**src/rtl/uart_cmd_motor_ctrl.sv**
```systemverilog
// Single-character UART command decoder driving an open/close motor pair.
// Debounced end stops, reversal dead band, move timeout and a 2-deep reply queue.
module uart_cmd_motor_ctrl #(
  parameter logic [15:0] DEBOUNCE_CYCLES = 16'd50000,
  parameter logic [31:0] MOVE_TIMEOUT    = 32'd500000000,
  parameter logic [15:0] DEAD_CYCLES     = 16'd5000
) (
  input  logic       Clk,
  input  logic       Rst,
  input  logic [7:0] RxData,
  input  logic       RxDone,
  input  logic       finalcarrera1,
  input  logic       finalcarrera2,
  input  logic       TxDone,
  output logic       motor1,
  output logic       motor2,
  output logic [7:0] TxData,
  output logic       TxValid,
  output logic [2:0] State,
  output logic       Overflow
);

  localparam logic [2:0] STOPPED  = 3'd0;
  localparam logic [2:0] OPENING  = 3'd1;
  localparam logic [2:0] CLOSING  = 3'd2;
  localparam logic [2:0] DEADBAND = 3'd3;
  localparam logic [2:0] FAULT    = 3'd4;

  localparam logic [7:0] CMD_OPEN   = 8'h4F;
  localparam logic [7:0] CMD_CLOSE  = 8'h43;
  localparam logic [7:0] CMD_STOP   = 8'h53;
  localparam logic [7:0] CMD_STATUS = 8'h3F;
  localparam logic [7:0] REP_OK     = 8'h4B;
  localparam logic [7:0] REP_OPEN   = 8'h6F;
  localparam logic [7:0] REP_CLOSE  = 8'h63;
  localparam logic [7:0] REP_ERR    = 8'h45;
  localparam logic [7:0] REP_TOUT   = 8'h54;
  localparam logic [7:0] REP_FAULT  = 8'h46;
  localparam logic [7:0] REP_MOVE   = 8'h4D;
  localparam logic [7:0] REP_FAULTS = 8'h58;
  localparam logic [7:0] REP_IDLE   = 8'h49;

  logic [1:0]  limRaw, limMeta, limSync, limDeb;
  logic [15:0] debCnt [2];

  assign limRaw = {finalcarrera2, finalcarrera1};

  always_ff @(posedge Clk or posedge Rst) begin
    if (Rst) begin
      limMeta   <= '0;
      limSync   <= '0;
      limDeb    <= '0;
      debCnt[0] <= '0;
      debCnt[1] <= '0;
    end else begin
      limMeta <= limRaw;
      limSync <= limMeta;
      for (int i = 0; i < 2; i++) begin
        if (limSync[i] == limDeb[i]) begin
          debCnt[i] <= '0;
        end else if (debCnt[i] == DEBOUNCE_CYCLES - 16'd1) begin
          limDeb[i] <= limSync[i];
          debCnt[i] <= '0;
        end else begin
          debCnt[i] <= debCnt[i] + 16'd1;
        end
      end
    end
  end

  logic        openLim, closeLim;
  logic        cmdOpen, cmdClose, cmdStop, cmdStatus, cmdOther;
  logic [2:0]  state, nState;
  logic        pendClose, nPendClose;
  logic [31:0] moveCnt;
  logic [15:0] deadCnt;
  logic        moveExp, deadExp;
  logic        pushEn, evt;
  logic [7:0]  pushData, statusChar;

  assign openLim   = limDeb[0];
  assign closeLim  = limDeb[1];
  assign cmdOpen   = RxDone && (RxData == CMD_OPEN);
  assign cmdClose  = RxDone && (RxData == CMD_CLOSE);
  assign cmdStop   = RxDone && (RxData == CMD_STOP);
  assign cmdStatus = RxDone && (RxData == CMD_STATUS);
  assign cmdOther  = RxDone && !cmdOpen && !cmdClose
                     && !cmdStop && !cmdStatus;
  assign moveExp   = moveCnt == MOVE_TIMEOUT - 32'd1;
  assign deadExp   = deadCnt == DEAD_CYCLES - 16'd1;

  always_comb begin
    statusChar = REP_IDLE;
    if (openLim)                 statusChar = REP_OPEN;
    else if (closeLim)           statusChar = REP_CLOSE;
    else if (state == OPENING || state == CLOSING
             || state == DEADBAND) statusChar = REP_MOVE;
    else if (state == FAULT)     statusChar = REP_FAULTS;
  end

  // Limit, timeout and fault events are evaluated before any command.
  always_comb begin
    nState     = state;
    nPendClose = pendClose;
    pushEn     = 1'b0;
    pushData   = 8'h00;
    evt        = 1'b0;
    if (openLim && closeLim && state != FAULT) begin
      nState = FAULT; pushEn = 1'b1; pushData = REP_FAULT; evt = 1'b1;
    end else begin
      unique case (state)
        STOPPED: begin
          if (cmdOpen) begin
            pushEn = 1'b1;
            if (openLim) pushData = REP_OPEN;
            else begin pushData = REP_OK; nState = OPENING; end
          end else if (cmdClose) begin
            pushEn = 1'b1;
            if (closeLim) pushData = REP_CLOSE;
            else begin pushData = REP_OK; nState = CLOSING; end
          end else if (cmdStop) begin
            pushEn = 1'b1; pushData = REP_OK;
          end
        end
        OPENING: begin
          if (openLim) begin
            nState = STOPPED; pushEn = 1'b1; pushData = REP_OPEN; evt = 1'b1;
          end else if (moveExp) begin
            nState = FAULT; pushEn = 1'b1; pushData = REP_TOUT; evt = 1'b1;
          end else if (cmdStop) begin
            nState = STOPPED; pushEn = 1'b1; pushData = REP_OK;
          end else if (cmdOpen) begin
            pushEn = 1'b1; pushData = REP_OK;
          end else if (cmdClose) begin
            nState = DEADBAND; nPendClose = 1'b1;
            pushEn = 1'b1; pushData = REP_OK;
          end
        end
        CLOSING: begin
          if (closeLim) begin
            nState = STOPPED; pushEn = 1'b1; pushData = REP_CLOSE; evt = 1'b1;
          end else if (moveExp) begin
            nState = FAULT; pushEn = 1'b1; pushData = REP_TOUT; evt = 1'b1;
          end else if (cmdStop) begin
            nState = STOPPED; pushEn = 1'b1; pushData = REP_OK;
          end else if (cmdClose) begin
            pushEn = 1'b1; pushData = REP_OK;
          end else if (cmdOpen) begin
            nState = DEADBAND; nPendClose = 1'b0;
            pushEn = 1'b1; pushData = REP_OK;
          end
        end
        DEADBAND: begin
          if (deadExp && (pendClose ? closeLim : openLim)) begin
            nState = STOPPED; pushEn = 1'b1; evt = 1'b1;
            pushData = pendClose ? REP_CLOSE : REP_OPEN;
          end else if (cmdStop) begin
            nState = STOPPED; pushEn = 1'b1; pushData = REP_OK;
          end else begin
            if (cmdOpen || cmdClose) begin
              nPendClose = cmdClose; pushEn = 1'b1; pushData = REP_OK;
            end
            if (deadExp) nState = nPendClose ? CLOSING : OPENING;
          end
        end
        FAULT: begin
          if (cmdStop) begin
            nState = STOPPED; pushEn = 1'b1; pushData = REP_OK;
          end else if (cmdOpen || cmdClose) begin
            pushEn = 1'b1; pushData = REP_ERR;
          end
        end
        default: nState = STOPPED;
      endcase
    end
    if (!evt) begin
      if (cmdStatus) begin
        pushEn = 1'b1; pushData = statusChar;
      end else if (cmdOther) begin
        pushEn = 1'b1; pushData = REP_ERR;
      end
    end
  end

  always_ff @(posedge Clk or posedge Rst) begin
    if (Rst) begin
      state     <= STOPPED;
      pendClose <= 1'b0;
      moveCnt   <= '0;
      deadCnt   <= '0;
      motor1    <= 1'b0;
      motor2    <= 1'b0;
    end else begin
      state     <= nState;
      pendClose <= nPendClose;
      motor1    <= nState == OPENING;
      motor2    <= nState == CLOSING;
      if (nState == state && (state == OPENING || state == CLOSING))
        moveCnt <= moveCnt + 32'd1;
      else
        moveCnt <= '0;
      if (nState == DEADBAND && state == DEADBAND)
        deadCnt <= deadCnt + 16'd1;
      else
        deadCnt <= '0;
    end
  end

  assign State = state;

  logic [7:0] fifoMem [2];
  logic       rdPtr, wrPtr;
  logic [1:0] fifoCnt;
  logic       pop, full, doPush;

  assign pop    = TxDone && (fifoCnt != 2'd0);
  assign full   = fifoCnt == 2'd2;
  assign doPush = pushEn && (!full || pop);

  always_ff @(posedge Clk or posedge Rst) begin
    if (Rst) begin
      fifoMem[0] <= 8'h00;
      fifoMem[1] <= 8'h00;
      rdPtr      <= 1'b0;
      wrPtr      <= 1'b0;
      fifoCnt    <= 2'd0;
      Overflow   <= 1'b0;
    end else begin
      if (doPush) begin
        fifoMem[wrPtr] <= pushData;
        wrPtr          <= ~wrPtr;
      end
      if (pop) rdPtr <= ~rdPtr;
      fifoCnt <= fifoCnt + {1'b0, doPush} - {1'b0, pop};
      if (pushEn && !doPush) Overflow <= 1'b1;
    end
  end

  assign TxValid = fifoCnt != 2'd0;
  assign TxData  = TxValid ? fifoMem[rdPtr] : 8'h00;

endmodule

```
**config.mk**
```make
export PLATFORM = sky130hd
export DESIGN_NAME = uart_cmd_motor_ctrl
export DESIGN_NICKNAME = d
export VERILOG_FILES = /design/src/rtl/uart_cmd_motor_ctrl.sv
export SDC_FILE = /design/constraint.sdc
export NUM_CORES = 1
export LEC_CHECK = 0
export ABC_AREA = 1
export BUFFER_PORTS_ARGS = -buffer_cell sky130_fd_sc_hd__buf_2
export CAP_MARGIN = 10
export CORE_MARGIN = 3
export CORE_UTILIZATION = 60
export DETAILED_ROUTE_END_ITERATION = 12
export GPL_TIMING_DRIVEN = 0
export MAX_ROUTING_LAYER = met4
export PLACE_DENSITY = 0.85
export REMOVE_ABC_BUFFERS = 1
export SLEW_MARGIN = 20
export SYNTH_ARGS = -nofsm -noshare
export SYNTH_HDL_FRONTEND = slang
export SYNTH_SLANG_ARGS = --single-unit
```
**constraint.sdc**
```tcl
create_clock -name Clk -period 10.55 [get_ports Clk]
set_clock_uncertainty 0.2 [all_clocks]
set_input_delay 1.055 -clock Clk [delete_from_list [all_inputs] [get_ports Clk]]
set_output_delay 1.055 -clock Clk [all_outputs]
set_load 0.01 [all_outputs]
```
## After elaboration in Yosys (flattened, before gate mapping)

Index checks and enable logic that the tools add are counted.

| storage, ports and cells | value |
|---|---|
| flip-flop bits (word level) | 113 |
| latch bits | 0 |
| RAM bits | 0 |
| bits in read-only memories | 0 |
| input bits | 14 |
| output and inout bits | 15 |
| word-level logic and storage cells | 209 |
| memories | 0 |

| cells by class | value |
|---|---|
| $add $sub $neg | 6 |
| multiply operators | 0 |
| div/mod/pow operators | 0 |
| order comparisons | 3 |
| equality and inequality tests | 32 |
| shift operators | 0 |
| multiplexer cells | 110 |
| bitwise gates (word level) | 7 |
| reduce and logical (&&, ||, !) cells | 33 |

Operator list:

| kind | count |
|---|---|
| 7-bit two-way mux | 16 |
| 8-bit two-way mux | 11 |
| 16-bit two-way mux | 5 |
| 3-bit two-way mux | 19 |
| 16-bit by 1-bit adder with 16-bit output, second input constant | 3 |
| 1-bit two-way mux | 43 |
| 8-bit case mux with 5 select lines | 1 |
| 32-bit by 1-bit adder with 32-bit output, second input constant | 1 |
| 16-bit equality test, second input constant | 2 |
| 32-bit by 29-bit equality test with 1-bit output, second input constant | 1 |
| 32-bit two-way mux | 1 |
| 8-bit by 7-bit equality test with 1-bit output, second input constant | 3 |
| 6-bit two-way mux | 4 |
| 2-bit != test, second input constant | 12 |
| 1-bit logical AND | 17 |
| 16-bit bitwise mux | 1 |
| 16-bit by 13-bit equality test with 1-bit output, second input constant | 1 |
| 3-bit case mux with 5 select lines | 1 |
| 14-bit AND reduction | 1 |
| 3-bit by 2-bit equality test with 1-bit output, second input constant | 4 |
| 5-bit two-way mux | 2 |
| 8-bit demux with 1-bit select | 1 |
| 8-bit by 6-bit equality test with 1-bit output, second input constant | 1 |
| 3-bit by 1-bit equality test with 1-bit output, second input constant | 2 |
| 21 further kinds | 38 |

## Depth between registers and ports, before layout

| logic depth | value |
|---|---|
| word-level depth | 17 |
| gate-level depth with buffers | 18 |
| depth with buffers taken out | 17 |

## Least setup slack after synthesis

OpenSTA, ideal clock, no wires.

| timing path | value |
|---|---|
| path type | input-to-reg |
| from | input port RxData[1] |
| to | register fifoCnt[1] |
| arrival time | 2757 ps |
| required time | 10221 ps |
| slack | 7464 ps |
| stages | 14 |
| buffers on the path | 0 |
| cells stage by stage | nand2_1 > nor3_4 > nand3_1 > nand3_2 > o21ai_0 > nand3_1 > nor2_1 > inv_2 > o21ai_2 > ha_1 > inv_1 > ha_1 > xnor2_1 > xor2_1 |

| between the ends | value |
|---|---|
| cells in the longest elaborated chain, start to end | 15 |
| elaborated cells on any way between the ends | 41 |
| those cells by class | 2 x add/sub; 4 x eq/ne; 21 x mux; 14 x reduce/logical |

Ends and longest elaborated chain:

| item | line | source |
|---|---|---|
| start, declared | 10 | `input logic [7:0] RxData,` |
| 8-bit by 7-bit equality test with 1-bit output (on tied branches) | 83, 84 |  |
| 1-bit logical AND (on tied branches) | 83, 84 |  |
| 1-bit two-way mux (on tied branches) | 148, 134 |  |
| 1-bit two-way mux (on tied branches) | 146, 132 |  |
| 1-bit two-way mux (on tied branches) | 144, 130 |  |
| 1-bit two-way mux (on tied branches) | 142, 128 |  |
| 1-bit two-way mux (on tied branches) | 140, 126 |  |
| 1-bit case mux with 5 select lines | 111 | `unique case (state)` |
| 1-bit two-way mux | 108 | `if (openLim && closeLim && state != FAULT) begin` |
| 1-bit two-way mux | 179 | `end else if (cmdOther) begin` |
| 1-bit two-way mux | 177 | `if (cmdStatus) begin` |
| 1-bit two-way mux (*) | 176 | `if (!evt) begin` |
| 1-bit logical AND (*) | 218 | `assign doPush = pushEn && (!full \|\| pop);` |
| 2-bit by 1-bit adder with 2-bit output (*) | 234 | `fifoCnt <= fifoCnt + {1'b0, doPush} - {1'b0, pop};` |
| 2-bit by 1-bit subtractor with 2-bit output (*) | 234 |  |
| end signal, assigned | 234 |  |
| end, declared | 213 | `logic [1:0] fifoCnt;` |

Mark *: on every way between the ends. The rest lies on a longest branch, timed or not.
A chain may end at the register's enable or synchronous reset.

## Final worst setup path

| timing path | value |
|---|---|
| from | register state[0] (netlist: State[0]) |
| to | register moveCnt[0] |

| between the ends | value |
|---|---|
| cells in the longest elaborated chain, start to end | 10 |
| elaborated cells on any way between the ends | 31 |
| those cells by class | 6 x eq/ne; 21 x mux; 4 x reduce/logical |

Ends and longest elaborated chain:

| item | line | source |
|---|---|---|
| start, declared | 73 | `logic [2:0] state, nState;` |
| start signal, assigned | 194 | `state <= nState;` |
| 3-bit two-way mux (on tied branches) | 148, 134 |  |
| 3-bit two-way mux (on tied branches) | 146, 132 |  |
| 3-bit two-way mux (on tied branches) | 144, 130 |  |
| 3-bit two-way mux (on tied branches) | 142, 128 |  |
| 3-bit two-way mux (on tied branches) | 140, 126 |  |
| 3-bit case mux with 5 select lines | 111 |  |
| 3-bit two-way mux | 108 |  |
| 3-bit equality test | 198 | `if (nState == state && (state == OPENING \|\| state == CLOSING))` |
| 1-bit logical AND (*) | 198 |  |
| 32-bit two-way mux (*) | 198 |  |
| end signal, assigned | 199 | `moveCnt <= moveCnt + 32'd1;` |
| end, declared | 75 | `logic [31:0] moveCnt;` |

Marks and branches as above.

==> results_dict.tcl <==
set metrics [dict create \
    cts_resized 0 \
    port-buffer-count 27 \
    synth_fa_ha_area_share_pct 1.15 \
    crit_top_cell "nor2_1" \
    startpoint_type "flip-flop" \
    cts_buffers 9 \
    netlist_instances 823 \
    synth_most_common_cell "nand2_1" \
    postRouteAntennaNets 0 \
    async_flop_share_pct 100 \
    cap_violations 0 \
    relSlewSlack_pct 38.7 \
    dieHeight_um 110 \
    synthesis.area_sq_mm 0.00651 \
    dpl.hpwl_mm 9.23 \
    cts_tree "done" \
    clockPowerShare_pct 26.2 \
    cts_setup_buffers 0 \
    grt_pass1_wl_mm 22.1 \
    p_comb_share_pct 26.4 \
    path_cells "nor2_1 > inv_1 > nor2_1 > inv_1 > nand3_1 > o31ai_1 > nor2_1 > nand2_1 > inv_1 > nand2_1 > nor2_2 > nand2_4 > nor2_1" \
    yosys_warnings 0 \
    switching_power_uw 360 \
    nNetsFinal 873 \
    synth_xor_area_share_pct 6.32 \
    cp.required_ps 10650 \
    core_area_sq_mm 0.0105 \
    fill_cells 868 \
    critical_path_arrival_ps 3260 \
    drtPass1Iterations 5 \
    die_w_um 110 \
    setup_viol_count_final 0 \
    p_int_uw 652 \
    tns_ps 0 \
    synth_top_area_share_pct 42.6 \
    p_leak_uw 0.00319 \
    antenna_cells 0 \
    ctsHoldBuffers 0 \
    io_pins 29 \
    synth-compound-area-share_pct 6.40 \
    cts.htree.levels 3 \
    antenna_found_initial 0 \
    synth_flop_cell "dfrtp_1" \
    wl_mm 12.6 \
    p_sw_share_pct 35.6 \
    yosysTopAreaCell "dfrtp_1" \
    routed_via_density 5.27 \
    period_minus_slack_ps 3160 \
    fin_crit_sh_pct 30.0 \
    drive_gt1_share_pct 15.2 \
    critPathMaxFanout 32 \
    synth.avg_cell_area_sq_um 7.91 \
    max_stage_delay_ps 470 \
    insertion_delay_ps 390 \
    yosys.area_share.simple_pct 35.6 \
    route.vias.total 5240 \
    dpl-instance-area_sq_mm 0.00676 \
    drtIter0Drc 459 \
    synth_mux_area_share_pct 0.173 \
    cp_slowest_cell "nand2_4" \
    grt_pass1_vias 5020 \
    overflow 0 \
    worst-slew-pin-transition_ps 919 \
    crit_type "flip-flop to flip-flop" \
    grt_max_degree 58 \
    path_clk_slew_ps 100 \
    cp-end-kind "flip-flop" \
    route.detailed.wl_per_inst_um 12.6 \
    cts.sinks 111 \
    finalHoldViolCount 0 \
    gp_congestion 1.05 \
    rsz0062_at_grt "no" \
    yosysSeqAreaShare_pct 42.6 \
    yosys-top-cells-area "dfrtp_1, nand2_1, nor2_1, nor2_4, inv_1" \
    hp-class "flip-flop to flip-flop" \
    seqPwrFrac_pct 47.4 \
    synth_top_family_by_area "simple AND/OR/NAND/NOR gates" \
    start_util_pct 62.3 \
    p_per_area_mw_per_mm2 145 \
    areaGrowthSynthToFinish_pct 6.97 \
    ys_ff_latch 111 \
    num_rows 37 \
    ir_drop_uv 143 \
    synth_edf_count 0 \
    yosysUniqueCellTypes 44 \
    route.detailed.drc 0 \
    final_cell_area_sq_mm 0.00697 \
    fmax_mhz 316 \
    dieArea_sq_mm 0.0121 \
    cts_root_buffer "clkbuf_8" \
    synthTopCellsByCount "nand2_1, nor2_1, dfrtp_1, inv_1, nand3_1" \
    finalMaxSlewViolations 0 \
    clock_path_buffers 2 \
    status "finished, final reports clean" \
    track_usage_pct 23.5 \
]
[metal layers]
layer	share of wire (%)	up-vias	GRT usage [%]
met1	45	2427	29.1
met5	0	-	-
met4	2.1	0	8.62
met3	3.8	22	4.78
met2	49	103	38.2
li1	-	2688	-
[area by class of cell]
class / count / area [sq um] / share of cell area [%]
repair buffers: 28 / 163 / 2.33
multi-input cells: 594 / 3230 / 46.4
clock inverters: 3 / 40.0 / 0.575
well taps: 136 / 170 / 2.44
flip-flops and latches: 111 / 2780 / 39.9
inverters: 109 / 414 / 5.94
clock buffers: 13 / 169 / 2.42
[per-stage QoR]
| step | total power (uW) | hold slack [ps] | setup slack, ps | utilization, % | std cells |
|---|---|---|---|---|---|
| after CTS | 1030 | 158 | 7430 | 66.6 | 994 |
| after global routing | 1070 | 162 | 7060 | 66.6 | 994 |
| after detailed placement | 759 | 143 | 7010 | 64.6 | 978 |
| after floorplan | 694 | 131 | 6360 | - | 814 |
| after global placement | 749 | 133 | 5180 | 64.3 | 977 |
| final | 1010 | 154 | 7390 | 66.6 | 994 |
[power groups by stage]
stage	sequential [uW]	combinational, uW	clock (uW)
detailed placement	488	270	0
global route	485	298	290
floorplan	485	209	0
finish	480	268	265
global placement	487	262	0
CTS	480	271	275
[state kept, by name, indices dropped and copies added (netlist names), 2 cells and up]
name     cells
limSync      2
deadCnt     16
limMeta      2
moveCnt     32
State        3
fifoMem     14
debCnt      32
limDeb       2
fifoCnt      2
[cells in the final DEF, fill, tap and decap left out, types with 3 or more instances in the layout]
master and n:
xnor2_1 12, nor2_1 116, o31ai_1 3, nor2_2 7, inv_2 16, nand2_1 183, o211ai_1 5, clkbuf_8 12
inv_1 91, o21ai_0 25, dfrtp_1 111, a21oi_1 25, a31oi_1 3, nand4_1 15, nand3_2 5, buf_2 27
nand2_2 13, nor3_1 28, ha_1 6, nor2_4 35, xor2_1 35, nor4_1 5, nand3_1 51
[worst max-delay path, delay by kind of cell (launching register included)]
| family | cells | cell delay [ps] |
|---|---|---|
| simple gates | 9 | 1980 |
| compound gates | 1 | 140 |
| flops | 1 | 460 |
| buf+inv | 3 | 260 |
[cell families after synthesis]
kind of cell / Yosys count
mux: 1
flops: 111
other cells: 1
compound gates: 70
xor+xnor: 47
buf+inv: 118
simple gates: 469
fa+ha+maj: 6
[path summary, 6_finish.rpt]
path,from,end,slack (ps),cells past startpoint
max reg2reg,State[0]$_DFF_PP0_,moveCnt[0]$_DFF_PP0_,7390,13
min reg2reg,limMeta[0]$_DFF_PP0_,limSync[0]$_DFF_PP0_,150,0
min,limMeta[0]$_DFF_PP0_,limSync[0]$_DFF_PP0_,150,0
max,State[0]$_DFF_PP0_,moveCnt[0]$_DFF_PP0_,7390,13
max in group asynchronous,Rst,fifoMem[14]$_DFFE_PP0P_,9010,3
min in group asynchronous,Rst,moveCnt[21]$_DFF_PP0_,500,2
No activity file was read; power rests on OpenSTA's default activity.
